$ cat src/rtl/uart_rx_ovs.sv
// uart_rx_ovs: 16x oversampling UART receiver, 2-of-3 majority vote per bit, parity/stop checking.
// Define UART_RX_FIFO_EN for a FIFO_DEPTH-word receive FIFO; otherwise a single holding register.
module uart_rx_ovs #(
    parameter int CLK_RATE   = 100_000_000,
    parameter int BAUD_RATE  = 9_600,
    parameter int DATA_BITS  = 8,
    parameter int PARITY     = 0,
    parameter int STOP_BITS  = 1,
    parameter int FIFO_DEPTH = 4
) (
    input  logic                 clk,
    input  logic                 rst,
    input  logic                 i_rx,
    output logic [DATA_BITS-1:0] o_data,
    output logic                 o_valid,
    input  logic                 i_ready,
    output logic                 o_receiving,
    output logic                 o_parity_err,
    output logic                 o_frame_err,
    output logic                 o_overrun
);
    localparam int TICK_DIV = CLK_RATE / (BAUD_RATE * 16);
    localparam int DIV_W    = (TICK_DIV > 1) ? $clog2(TICK_DIV) : 1;
    localparam logic [DIV_W-1:0] DIV_LAST = DIV_W'(TICK_DIV - 1);
    localparam logic [3:0] DATA_LAST = 4'(DATA_BITS - 1);
    localparam logic [3:0] STOP_LAST = 4'(STOP_BITS - 1);
    localparam logic ODD = (PARITY == 2);

    typedef enum logic [2:0] {ST_IDLE, ST_START, ST_DATA, ST_PARITY, ST_STOP, ST_PUSH} state_t;

    state_t               state_q, state_d;
    logic                 rx_meta_q, rx_meta_d, rx_sync_q, rx_sync_d, rx_prev_q, rx_prev_d;
    logic [1:0]           settle_q, settle_d;
    logic [DIV_W-1:0]     div_q, div_d;
    logic [3:0]           os_q, os_d, bit_q, bit_d;
    logic [1:0]           samp_q, samp_d;
    logic [DATA_BITS-1:0] shift_q, shift_d;
    logic                 par_err_q, par_err_d;
    logic                 parity_err_q, parity_err_d, frame_err_q, frame_err_d, overrun_q, overrun_d;
    logic                 active, tick, mid, bit_end, maj, fall;
    logic                 push, pop, write, full;

    assign active  = (state_q != ST_IDLE) && (state_q != ST_PUSH);
    assign tick    = active && (div_q == DIV_LAST);
    assign mid     = tick && (os_q == 4'd9);
    assign bit_end = tick && (os_q == 4'd15);
    assign maj     = (samp_q[0] & samp_q[1]) | (samp_q[0] & rx_sync_q) | (samp_q[1] & rx_sync_q);
    assign fall    = rx_prev_q && !rx_sync_q;
    assign push    = (state_q == ST_PUSH);

    // Edge history stays 0 until the synchroniser holds real line samples, so a line
    // that is already low when reset releases never looks like a fresh start edge.
    always_comb begin
        rx_meta_d    = i_rx;
        rx_sync_d    = rx_meta_q;
        settle_d     = (settle_q == 2'd2) ? settle_q : settle_q + 2'd1;
        rx_prev_d    = (settle_q == 2'd2) ? rx_sync_q : 1'b0;
        state_d      = state_q;
        div_d        = (active && !tick) ? div_q + DIV_W'(1) : '0;
        os_d         = tick ? os_q + 4'd1 : os_q;
        bit_d        = bit_q;
        samp_d       = samp_q;
        shift_d      = shift_q;
        par_err_d    = par_err_q;
        parity_err_d = 1'b0;
        frame_err_d  = 1'b0;
        overrun_d    = push && full && !pop;
        if (tick && os_q == 4'd7) samp_d[0] = rx_sync_q;
        if (tick && os_q == 4'd8) samp_d[1] = rx_sync_q;
        case (state_q)
            ST_IDLE: begin
                os_d      = '0;
                bit_d     = '0;
                par_err_d = 1'b0;
                if (fall) state_d = ST_START;
            end
            ST_START: begin
                if (mid && maj) state_d = ST_IDLE;
                else if (bit_end) state_d = ST_DATA;
            end
            ST_DATA: begin
                if (mid) shift_d = {maj, shift_q[DATA_BITS-1:1]};
                if (bit_end) begin
                    if (bit_q == DATA_LAST) begin
                        bit_d   = '0;
                        state_d = (PARITY != 0) ? ST_PARITY : ST_STOP;
                    end else begin
                        bit_d = bit_q + 4'd1;
                    end
                end
            end
            ST_PARITY: begin
                if (mid) par_err_d = (^shift_q) ^ maj ^ ODD;
                if (bit_end) state_d = ST_STOP;
            end
            ST_STOP: begin
                // Decide at the middle of the last stop bit so the next start edge is never missed.
                if (mid) begin
                    if (!maj) begin
                        frame_err_d = 1'b1;
                        state_d     = ST_IDLE;
                    end else if (bit_q == STOP_LAST) begin
                        parity_err_d = par_err_q;
                        state_d      = par_err_q ? ST_IDLE : ST_PUSH;
                    end
                end else if (bit_end) begin
                    bit_d = bit_q + 4'd1;
                end
            end
            default: state_d = ST_IDLE;
        endcase
    end

    always_ff @(posedge clk or negedge rst) begin
        if (!rst) begin
            rx_meta_q    <= 1'b1;
            rx_sync_q    <= 1'b1;
            rx_prev_q    <= 1'b0;
            settle_q     <= '0;
            state_q      <= ST_IDLE;
            div_q        <= '0;
            os_q         <= '0;
            bit_q        <= '0;
            samp_q       <= '0;
            shift_q      <= '0;
            par_err_q    <= 1'b0;
            parity_err_q <= 1'b0;
            frame_err_q  <= 1'b0;
            overrun_q    <= 1'b0;
        end else begin
            rx_meta_q    <= rx_meta_d;
            rx_sync_q    <= rx_sync_d;
            rx_prev_q    <= rx_prev_d;
            settle_q     <= settle_d;
            state_q      <= state_d;
            div_q        <= div_d;
            os_q         <= os_d;
            bit_q        <= bit_d;
            samp_q       <= samp_d;
            shift_q      <= shift_d;
            par_err_q    <= par_err_d;
            parity_err_q <= parity_err_d;
            frame_err_q  <= frame_err_d;
            overrun_q    <= overrun_d;
        end
    end

    assign o_receiving  = active;
    assign o_parity_err = parity_err_q;
    assign o_frame_err  = frame_err_q;
    assign o_overrun    = overrun_q;
    assign write        = push && (!full || pop);

`ifdef UART_RX_FIFO_EN
    localparam int AW = $clog2(FIFO_DEPTH);
    localparam logic [AW:0] PTR_ONE = 1;

    logic [DATA_BITS-1:0] mem_q [FIFO_DEPTH];
    logic [DATA_BITS-1:0] mem_d [FIFO_DEPTH];
    logic [AW:0]          wr_q, wr_d, rd_q, rd_d;
    logic                 empty;

    assign empty = (wr_q == rd_q);
    assign full  = (wr_q[AW] != rd_q[AW]) && (wr_q[AW-1:0] == rd_q[AW-1:0]);
    assign pop   = !empty && i_ready;

    // When full, the write slot is the slot being popped; the pop consumes the old word first.
    always_comb begin
        mem_d = mem_q;
        wr_d  = wr_q;
        rd_d  = rd_q;
        if (write) begin
            mem_d[wr_q[AW-1:0]] = shift_q;
            wr_d                = wr_q + PTR_ONE;
        end
        if (pop) rd_d = rd_q + PTR_ONE;
    end

    always_ff @(posedge clk or negedge rst) begin
        if (!rst) begin
            for (int i = 0; i < FIFO_DEPTH; i++) mem_q[i] <= '0;
            wr_q <= '0;
            rd_q <= '0;
        end else begin
            mem_q <= mem_d;
            wr_q  <= wr_d;
            rd_q  <= rd_d;
        end
    end

    assign o_data  = mem_q[rd_q[AW-1:0]];
    assign o_valid = !empty;
`else
    logic [DATA_BITS-1:0] hold_q, hold_d;
    logic                 valid_q, valid_d;

    // The holding register is always one word deep whatever FIFO_DEPTH says.
    if (FIFO_DEPTH < 2) begin : g_depth_unused
    end

    assign full = valid_q;
    assign pop  = valid_q && i_ready;

    always_comb begin
        hold_d  = write ? shift_q : hold_q;
        valid_d = write ? 1'b1 : (pop ? 1'b0 : valid_q);
    end

    always_ff @(posedge clk or negedge rst) begin
        if (!rst) begin
            hold_q  <= '0;
            valid_q <= 1'b0;
        end else begin
            hold_q  <= hold_d;
            valid_q <= valid_d;
        end
    end

    assign o_data  = hold_q;
    assign o_valid = valid_q;
`endif
endmodule

$ cat config.mk
export PLATFORM = sky130hd
export DESIGN_NAME = uart_rx_ovs
export DESIGN_NICKNAME = d
export VERILOG_FILES = /design/src/rtl/uart_rx_ovs.sv
export SDC_FILE = /design/constraint.sdc
export NUM_CORES = 1
export LEC_CHECK = 0
export ABC_CLOCK_PERIOD_IN_PS = 5900
export CAP_MARGIN = 20
export CORE_AREA = 10 10 86 88
export CTS_CLUSTER_DIAMETER = 150
export DETAILED_ROUTE_END_ITERATION = 8
export DIE_AREA = 0 0 96 98
export SLEW_MARGIN = 20
export SYNTH_ARGS = -nofsm -noshare
export SYNTH_HDL_FRONTEND = slang
export SYNTH_SLANG_ARGS = --single-unit
$ cat constraint.sdc
create_clock -name clk -period 5.9 [get_ports clk]
set_clock_uncertainty 0.15 [all_clocks]
set_input_delay 1.18 -clock clk [delete_from_list [all_inputs] [get_ports clk]]
set_output_delay 1.18 -clock clk [all_outputs]
set_load 0.03 [all_outputs]
==> impl_metrics.yaml <==
synthesis:
  synth_cell_types: 49
  synth_edf_count: 0
  synth_top_family_by_area: "simple AND/OR/NAND/NOR gates"
  synth.area.mux_share_pct: 9.19
  synth.most_common_cell: "dfrtp_1"
  synthArstFlopShare_pct: 100
  synth_cells: 228
  syn_nets: 240
  synth_warnings: 0
  synth_area_leaders: "dfrtp_1 47%, xnor2_1 5.3%, mux2_2 4.5%"
  synthAdderAreaFrac_pct: 4.49
  synth-xor-area-share_pct: 6.71
  yosys.area.top_type_share_pct: 47.5
  synth_commonest_cells: "47 x dfrtp_1, 21 x nor2_1, 17 x nand2_1"
  synth-main-ff-cell: "dfrtp_1"
  synth_top_cell_by_area: "dfrtp_1"
  ys_seq_elements: 49
  syn_avg_cell_area_sq_um: 10.9
  synth_compound_area_share_pct: 10.0
  synth-simple-area-share_pct: 17.3
  synth_seq_area_share_pct: 49.6
  synthesis.area_sq_mm: 0.00248
floorplanning:
  die_w_um: 96
  std_cell_rows: 28
  io_pins: 17
  dieArea_sq_mm: 0.00941
  initial_core_util_pct: 43.1
  core_sq_mm: 0.00575
  die_h_um: 98
worst_hold_path:
  min-delay-start: "rx_meta_q"
  hold_depth: 0
  min_path_type: "reg2reg"
  whs_endpoint: "rx_sync_q"
clock_tree:
  cts-htree-levels: 2
  cts_resized: 0
  ctsHoldBuffers: 0
  clk_pin_slew_ns: 0.10
  cts_setup_buffers: 0
  clock-sinks: 49
  clock_latency_ns: 0.31
  cts-buffers-inserted: 5
  clockRootBuffer: "clkbuf_8"
  ctsLongestPathBuffers: 2
  tritoncts: "built"
layout:
  stdcell_count: 319
  regArea_sq_mm: 0.00123
  finalNetCount: 255
  multi_input_area_sq_mm: 0.00118
  nFillCells: 560
  area_delta_synth_final_pct: 12.3
  layout-drive-gt1-share_pct: 14.8
  final_area_sq_mm: 0.00278
  diodes: 0
timing:
  max_slew_margin_pct: 51.2
  slew_violations: 0
  hold_viol: 0
  setup_viol: 0
  hold_slack_ns: 0.208
  tightest_slew_ns: 0.731
  fmax_ghz: 0.297
  tns_ns: 0
  fin_crit_ns: 3.36
  grt_setup_unrepaired: "no"
  min_period_over_period_pct: 57.0
detailed_routing:
  highest-signal-layer: "met4"
  drt-wirelength-per-cell_um: 13.6
  vias_per_cell: 5.20
  wl_met3_um: 178
  ant_nets: 0
  wirelength_met1_mm: 2.12
  finalWirelength_mm: 4.33
  drtIter0Drc: 69
  post-route-drc-count: 0
  vias: 1658
  wl_met2_mm: 1.99
  dr.pass1.iters: 4
critical_path:
  critPathLaunchType: "register"
  reg2reg_to: "shift_q[4]"
  end_kind: "output pin"
  critical_path_class: "reg2out"
  rr_startpoint: "div_q[4]"
  path_cells: "xnor2_1 > nand2_1 > clkdlybuf4s50_1"
  crit_buf_inv: 1
  rrSetupSlack_ns: 3.15
  arrival_ns: 2.03
  slowest_stage: "dfrtp_1"
  max_stage_delay_ns: 0.68
  critPathTopFamily: "flip-flops"
  critPathMaxFanout: 18
  required_ns: 4.57
  reg2regPathDepth: 4
run:
  maxCapViolCount: 0
grt:
  grt-ovfl-total: 0
  grt_pass1_wl_mm: 7.49
  grt_pass1_vias: 1599
  grt_max_degree: 50
  antenna_found_initial: 0
  grtUsageTotal_pct: 9.72
placement:
  dpl.hpwl_mm: 3.08
  postPlaceCellArea_sq_mm: 0.00269
  io_buffers: 16
  gp_congestion: 0.801
  dp.cells: 311
power:
  power_density_mw_per_mm2: 239
  p_total_uw: 665
  ir_drop_mv: 0.166
  p_leak_nw: 1.23
outcome:
  status: "finished, final reports clean"
## kinds of logic (layout without fill, tap and decap cells)
kind of cell / after synthesis / count (layout)
multiplexers: 18 / 18
AO/OA/AOI/OAI: 36 / 36
adder cells (fa/ha/maj): 9 / 9
buffers and inverters: 16 / 32
AND/OR/NAND/NOR: 81 / 81
flip-flops: 49 / 49
XOR/XNOR: 19 / 19
## worst reg2reg max path, cell delays in order, from the launching register on
cell and delay [ns]:
dfrtp_1 0.42, or4b_4 0.59, or4_4 0.57, or3_1 0.54, mux2_4 0.37
## power by group
group	internal (mW)	switching, mW
Clock	0.0842	0.114
Sequential	0.358	0.0265
Combinational	0.0361	0.0460
Total	0.478	0.187
## sequential cells by signal, summed over array words and instances (netlist names)
register / cells
bit_q: 4
div_q: 10
o_data: 8
o_frame_err: 1
o_overrun: 1
o_parity_err: 1
o_valid: 1
os_q: 4
par_err_q: 1
rx_meta_q: 1
rx_prev_q: 1
rx_sync_q: 1
samp_q: 2
settle_q: 2
shift_q: 8
state_q: 3
## through the flow
stage | setup WS, ns | utilization, %
5_1_grt | 2.44 | 48.5
3_5_place_dp | 2.91 | 46.9
6_report | 2.54 | 48.5
4_1_cts | 2.55 | 48.5
3_3_place_gp | 2.92 | 46.9
2_1_floorplan | 3.37 | -
## layer usage
metal	vias to the layer above	global-route usage (%)
li1	832	-
met4	0	3.75
met3	4	2.60
met5	-	0
met2	21	14.3
met1	801	13.1
## worst max-delay path by stage
| stage | start | end | slack [ns] | cells past startpoint |
|---|---|---|---|---|
| global placement | state_q[0] | o_receiving | 2.92 | 3 |
| CTS | state_q[0] | o_receiving | 2.55 | 3 |
| detailed placement | state_q[0] | o_receiving | 2.91 | 3 |
| floorplan | div_q[4] | shift_q[0] | 3.37 | 5 |
| global route | state_q[0] | o_receiving | 2.44 | 3 |
| finish | state_q[0] | o_receiving | 2.54 | 3 |
## placed cells by master, fill, tap and decap left out, types with 2 or more instances in the layout
master and count:
o21ai_0 11, nand2_1 17, dfstp_2 2, a21o_1 2, xnor2_1 15, nor3_1 3
nand3_1 7, inv_1 7, a21oi_1 3, xor2_1 4, o21a_1 3, nand2b_1 3
nand4b_1 2, nand3b_1 3, clkdlybuf4s50_1 15, and3_1 5, mux2_4 7, nor2_1 21
and2_1 3, mux2_2 10, clkbuf_8 5, ha_1 8, nor4_1 4, o31ai_1 5
or3_1 2, dfrtp_1 47, nor2b_1 3
## cell type report
class,instances,area share [%]
flip-flops and latches,49,44.1
inverters,7,0.944
well taps,75,3.37
repair buffers,17,5.84
multi-input cells,163,42.5
clock inverters,3,0.764
clock buffers,5,2.47
Note: power is estimated with default switching activity, not from simulation.
